$ cat config.mk
export PLATFORM = sky130hd
export DESIGN_NAME = spi_master
export DESIGN_NICKNAME = d
export VERILOG_FILES = /design/src/rtl/spi_pkg.sv /design/src/rtl/spi_sclk_gen.sv /design/src/rtl/spi_master.sv
export SDC_FILE = /design/constraint.sdc
export NUM_CORES = 1
export LEC_CHECK = 0
export ABC_AREA = 1
export CAP_MARGIN = 20
export CORE_MARGIN = 3
export CORE_UTILIZATION = 45
export CTS_CLUSTER_DIAMETER = 30
export DETAILED_ROUTE_END_ITERATION = 8
export GPL_ROUTABILITY_DRIVEN = 0
export PLACE_DENSITY_LB_ADDON = 0.3
export REMOVE_ABC_BUFFERS = 1
export SLEW_MARGIN = 20
export SYNTH_ARGS = -nofsm -noshare
export SYNTH_HDL_FRONTEND = slang
export SYNTH_SLANG_ARGS = --single-unit
$ cat constraint.sdc
create_clock -name clk -period 2.7 [get_ports clk]
set_clock_uncertainty 0.15 [all_clocks]
set_input_delay 0.54 -clock clk [delete_from_list [all_inputs] [get_ports clk]]
set_output_delay 0.54 -clock clk [all_outputs]
set_load 0.005 [all_outputs]
$ cat src/rtl/spi_pkg.sv
// rtl/spi_pkg.sv - shared SPI mode type, master FSM states and edge helper
package spi_pkg;

  typedef struct packed {
    logic cpol;
    logic cpha;
  } spi_mode_t;

  typedef enum logic [2:0] {
    IDLE,
    SETUP,
    SHIFT,
    TRAIL,
    GAP
  } spi_master_state_e;

  // Edges are numbered from 1 and odd edges lead; Cpha=0 samples on leading edges.
  function automatic logic is_sample_edge(input int unsigned k, input logic cpha);
    return k[0] ^ cpha;
  endfunction

endpackage

$ cat src/rtl/spi_sclk_gen.sv
// rtl/spi_sclk_gen.sv - half-period timer, edge counter and sclk register for the SPI master
module spi_sclk_gen #(
  parameter int  Nbit       = 8,
  parameter bit  Cpol       = 1'b0,
  parameter int  HalfPeriod = 4,
  localparam int HpW        = $clog2(HalfPeriod),
  localparam int EdgeW      = $clog2(2 * Nbit)
) (
  input  logic             clk,
  input  logic             rst_n,
  input  logic             run_i,
  input  logic             sclk_en_i,
  output logic             tick_o,
  output logic             lead_edge_o,
  output logic             trail_edge_o,
  output logic             last_edge_o,
  output logic [EdgeW-1:0] edge_idx_o,
  output logic             sclk_o
);

  logic [HpW-1:0]   hp_cnt_q, hp_cnt_d;
  logic [EdgeW-1:0] edge_cnt_q, edge_cnt_d;
  logic             sclk_q, sclk_d;
  logic             edge_now;

  assign tick_o       = run_i && (hp_cnt_q == HpW'(HalfPeriod - 1));
  assign edge_now     = tick_o && sclk_en_i;
  assign lead_edge_o  = edge_now && !edge_cnt_q[0];
  assign trail_edge_o = edge_now && edge_cnt_q[0];
  assign last_edge_o  = edge_now && (edge_cnt_q == EdgeW'(2 * Nbit - 1));
  assign edge_idx_o   = edge_cnt_q;
  assign sclk_o       = sclk_q;

  // The edge counter parks on its terminal value through TRAIL/GAP instead of wrapping.
  always_comb begin
    hp_cnt_d   = hp_cnt_q;
    edge_cnt_d = edge_cnt_q;
    sclk_d     = sclk_q;
    if (!run_i) begin
      hp_cnt_d   = '0;
      edge_cnt_d = '0;
      sclk_d     = Cpol;
    end else begin
      hp_cnt_d = tick_o ? '0 : hp_cnt_q + 1'b1;
      if (edge_now) begin
        sclk_d = ~sclk_q;
        if (!last_edge_o) begin
          edge_cnt_d = edge_cnt_q + 1'b1;
        end
      end
    end
  end

  always_ff @(posedge clk) begin
    if (!rst_n) begin
      hp_cnt_q   <= '0;
      edge_cnt_q <= '0;
      sclk_q     <= Cpol;
    end else begin
      hp_cnt_q   <= hp_cnt_d;
      edge_cnt_q <= edge_cnt_d;
      sclk_q     <= sclk_d;
    end
  end

endmodule

$ cat src/rtl/spi_master.sv
// rtl/spi_master.sv - SPI master: frame FSM, shift registers and system-side strobes
module spi_master
  import spi_pkg::*;
#(
  parameter int Nbit       = 8,
  parameter bit Cpol       = 1'b0,
  parameter bit Cpha       = 1'b0,
  parameter int HalfPeriod = 4
) (
  input  logic            clk,
  input  logic            rst_n,
  input  logic            start,
  input  logic [Nbit-1:0] tx_data,
  output logic            ready,
  output logic            tx_strobe,
  output logic [Nbit-1:0] rx_data,
  output logic            rx_strobe,
  output logic            ss_n,
  output logic            sclk,
  output logic            mosi,
  input  logic            miso
);

  localparam spi_mode_t Mode  = {Cpol, Cpha};
  localparam int        EdgeW = $clog2(2 * Nbit);

  spi_master_state_e state_q, state_d;
  logic [Nbit-1:0]   sh_q, sh_d;
  logic [Nbit-1:0]   rx_sh_q, rx_sh_d;
  logic [Nbit-1:0]   rx_data_q, rx_data_d;
  logic              mosi_q, mosi_d;
  logic              ss_n_q, ss_n_d;
  logic              ready_q, ready_d;
  logic              tx_strobe_q, tx_strobe_d;
  logic              rx_strobe_q, rx_strobe_d;

  logic             accept;
  logic             tick, lead_edge, trail_edge, last_edge, edge_now;
  logic [EdgeW-1:0] edge_idx;

  assign accept   = start && ready_q;
  assign edge_now = lead_edge || trail_edge;

  spi_sclk_gen #(
    .Nbit       (Nbit),
    .Cpol       (Cpol),
    .HalfPeriod (HalfPeriod)
  ) u_sclk_gen (
    .clk          (clk),
    .rst_n        (rst_n),
    .run_i        (state_q != IDLE),
    .sclk_en_i    ((state_q == SETUP) || (state_q == SHIFT)),
    .tick_o       (tick),
    .lead_edge_o  (lead_edge),
    .trail_edge_o (trail_edge),
    .last_edge_o  (last_edge),
    .edge_idx_o   (edge_idx),
    .sclk_o       (sclk)
  );

  always_ff @(posedge clk) begin
    if (!rst_n) begin
      state_q     <= IDLE;
      sh_q        <= '0;
      rx_sh_q     <= '0;
      rx_data_q   <= '0;
      mosi_q      <= 1'b0;
      ss_n_q      <= 1'b1;
      ready_q     <= 1'b0;
      tx_strobe_q <= 1'b0;
      rx_strobe_q <= 1'b0;
    end else begin
      state_q     <= state_d;
      sh_q        <= sh_d;
      rx_sh_q     <= rx_sh_d;
      rx_data_q   <= rx_data_d;
      mosi_q      <= mosi_d;
      ss_n_q      <= ss_n_d;
      ready_q     <= ready_d;
      tx_strobe_q <= tx_strobe_d;
      rx_strobe_q <= rx_strobe_d;
    end
  end

  always_comb begin
    state_d = state_q;
    unique case (state_q)
      IDLE:    if (accept)    state_d = SETUP;
      SETUP:   if (lead_edge) state_d = SHIFT;
      SHIFT:   if (last_edge) state_d = TRAIL;
      TRAIL:   if (tick)      state_d = GAP;
      GAP:     if (tick)      state_d = IDLE;
      default:                state_d = IDLE;
    endcase
  end

  always_comb begin
    sh_d        = sh_q;
    rx_sh_d     = rx_sh_q;
    rx_data_d   = rx_data_q;
    mosi_d      = mosi_q;
    tx_strobe_d = accept;
    rx_strobe_d = 1'b0;
    ready_d     = (state_d == IDLE);
    ss_n_d      = (state_d == IDLE) || (state_d == GAP);
    // With Cpha=0 the MSB is on the wire before the first edge, so the register is pre-shifted.
    if (accept) begin
      rx_sh_d = '0;
      if (Mode.cpha) begin
        sh_d   = tx_data;
        mosi_d = 1'b0;
      end else begin
        sh_d   = tx_data << 1;
        mosi_d = tx_data[Nbit-1];
      end
    end else if (edge_now) begin
      if (is_sample_edge(32'(edge_idx) + 32'd1, Mode.cpha)) begin
        rx_sh_d = {rx_sh_q[Nbit-2:0], miso};
      end else if (!last_edge) begin
        mosi_d = sh_q[Nbit-1];
        sh_d   = sh_q << 1;
      end
    end else if ((state_q == TRAIL) && tick) begin
      rx_data_d   = rx_sh_q;
      rx_strobe_d = 1'b1;
      mosi_d      = 1'b0;
    end
  end

  assign ready     = ready_q;
  assign tx_strobe = tx_strobe_q;
  assign rx_data   = rx_data_q;
  assign rx_strobe = rx_strobe_q;
  assign ss_n      = ss_n_q;
  assign mosi      = mosi_q;

endmodule

==> summary.md <==
| Metric | Value |
|---|---|
| Pwr/cell area | between 500 and 600 nW/um2 |
| Global-route wire length before repair | 5.93 mm |
| Final instance area | between 2000 and 2500 um2 |
| Worst hold stages | 1 |
| Pleak | approximately 0.00084 uW |
| Top Usage Layer GRT | met2 |
| Total track usage | about 18% |
| Max cap viols | 0 |
| Die Height | 66.7 um |
| Placeable Area | about 3400 um2 |
| WL per Instance | ~12 um |
| Crit path cell chain | clkdlybuf4s50_1 > nand2_1 > inv_1 > nor2_2 > inv_1 > nor2_1 > nor2_1 |
| Final slew viol count | 0 |
| Largest net degree at the start of global routing | 23 |
| Row count | 21 |
| Clock power frac | 37.9% |
| Commonest register cell after synthesis | dfxtp_1 |
| CTS resizes | 0 |
| Placed Area | a little under 2000 um2 |
| Final setup TNS | 0 ps |
| CTS clk-pin slew, worst paths | approximately 70 ps |
| Commonest cells after routing, fill and taps aside | nand2_1, dfxtp_1, clkdlybuf4s50_1, nand3_1, a21oi_1 |
| Worst vdd ir | around 0.40 mV |
| Sequential area share after synthesis | roughly 46% |
| Area Growth Syn to Fin | 22.7% |
| Yosys warns | 0 |
| # Post-CTS Setup Buffers | 0 |
| Setup-violating endpoint count in the final report | 0 |
| CP Class | in2reg |
| Crit share post-route | a little over two thirds |
| Arr. time, crit path | a little under 2000 ps |
| Via density per instance | 4.88 |
| Netlist cell types | 30 |
| Critical-path top delay cell | clkdlybuf4s50_1 |
| # hold bufs at CTS | 0 |
| Root buffer cell | clkbuf_8 |
| I/O pins | 26 |
| Synth Instances | around 210 |
| Crit Path Max Fanout | 10 |
| RSZ-0062 raised after global routing | no |
| Setup crit end kind | flop |
| Switching Share | a little under a quarter |
| Initial Utilization | about half |
| NetSw | around 250 uW |
| TritonCTS clock tree | built |
| Cells on worst reg2reg path | 6 |
| Grt met2 use | between 20% and 30% |
| Worst EP required | around 2700 ps |
| Num CTS Buffers | 5 |
| Initial antenna violation count | 0 |
| Syn_area_per_cell | just under 8 um2 |
| Iteration-0 DRC Markers | 88 |
| Via count | approximately 1,400 |
| Syn Std Cell Area | 1660 um2 |
| Total gr overflow | 0 |
| Htree depth | 2 |
| Port Buf Inserts | 25 |
| Post-synth ARST share | 0% |
| Sequential Power Share | 53.8% |
| Fmax | ~520 MHz |
| Die width | about 67 um |
| DRT Wirelength | between 3 and 4 mm |
| NumNets Final | 255 |
| HPWL Detailed | roughly 2.3 mm |
| Max incr delay on CP | around 400 ps |
| Share of cells above drive strength 1 | a little over a tenth |
| Internal | 818 uW |
| Type of origin of the critical path | primary input |
| Rel. slew slack | 73.8% |
| Die Footprint | between 4000 and 5000 um2 |
| Yosys reg bits | 38 |
| Met1 Use GR | 24.3% |
| DRC viols | 0 |
| Clock Path Buffers | 2 |
| Worst-Margin Slew | ~390 ps |
| Antenna Nets Post-Route | 0 |
| Final hold viol count | 0 |
| EDFF count, synth | 0 |
| # diodes | 0 |
| Vias in the first global route | 1,310 |
| Logic gate share of total power | between 8 and 9% |
| Status | complete, no violations |
| Minimum clock period | 1910 ps |
| Commonest non-fill, non-tap cell in the layout | nand2_1 |
| Hold Crit Class | reg2reg |
| DR pass1 iterations | 4 |
| Worst-skew pair later-pin latency | about 300 ps |
| Clock sinks | 38 |
| Met3 GRT Util | just under 5% |
-- synth_stat cells (all sizes together) (2+ instances only) --
| cell type | count | area, um2 |
|---|---|---|
| buf | 4 | 30.0 |
| nor2 | 23 | 91.3 |
| nor3 | 5 | 35.0 |
| o21ai | 11 | 55.1 |
| clkbuf | 2 | 7.51 |
| nand2 | 54 | 238 |
| inv | 15 | 58.8 |
| a21oi | 23 | 126 |
| nand3 | 26 | 148 |
| ha | 2 | 25.0 |
| nand4 | 5 | 46.3 |
| dfxtp | 38 | 761 |
-- logic make-up (layout without fill, tap and decap cells) --
family	count (synthesis)	in the layout	share of synthesized area (%)
compound gates	35	35	11.4
simple gates	115	115	34.4
xor+xnor	2	2	1.06
fa+ha+maj	2	2	1.51
flops	38	38	45.8
buf+inv	21	50	5.80
-- routing by layer --
metal | up-vias | part of all wire (%)
li1 | 759 | -
met1 | 614 | 52
met2 | 24 | 42
met3 | 8 | 3.7
met4 | 0 | 2.6
met5 | - | 0
-- metrics by stage --
step	util [%]	std cells	power (uW)	worst slack [ps]	hold slack (ps)
after floorplan	-	207	636	682	254
after global placement	56.5	280	678	575	265
after detailed placement	56.5	280	678	503	279
after CTS	59.2	288	1090	821	290
after global routing	59.2	288	1120	616	302
final	59.2	288	1070	794	287
-- layout make-up --
type / count / area, um2
clock buffers: 7 / 86.3
clock inverters: 1 / 5.00
fillers: 344 / 1410
inverters: 15 / 58.8
multi-input cells: 154 / 803
flip-flops and latches: 38 / 761
well taps: 46 / 57.6
repair buffers: 27 / 265
-- power by group through the flow --
stage | Combinational, uW | Sequential [uW] | Clock, uW
after global routing | 101 | 577 | 441
final | 88.7 | 576 | 406
after floorplan | 47.6 | 589 | 0
after detailed placement | 88.8 | 589 | 0
after CTS | 89.3 | 576 | 420
after global placement | 88.8 | 589 | 0
-- flip-flops by register name, indices dropped and copies added (netlist names), 2 cells and up --
signal                 cells
u_sclk_gen.edge_idx_o      4
u_sclk_gen.hp_cnt_q        2
state_q                    3
sh_q                       7
rx_data                    8
rx_sh_q                    8
-- critical path, delay by kind of cell --
| family | cells | cell delay [ps] |
|---|---|---|
| buffers and inverters | 3 | 760 |
| AND/OR/NAND/NOR | 4 | 640 |
-- path summary, 6_finish.rpt --
check	slack [ps]	startpoint	endpoint
setup / recovery	790	start	rx_data[5]
hold / removal	290	u_sclk_gen.hp_cnt_q[0]	u_sclk_gen.hp_cnt_q[0]
setup reg to reg	820	u_sclk_gen.hp_cnt_q[0]	rx_data[5]
hold reg to reg	290	u_sclk_gen.hp_cnt_q[0]	u_sclk_gen.hp_cnt_q[0]
No activity file was read; power rests on OpenSTA's default activity.
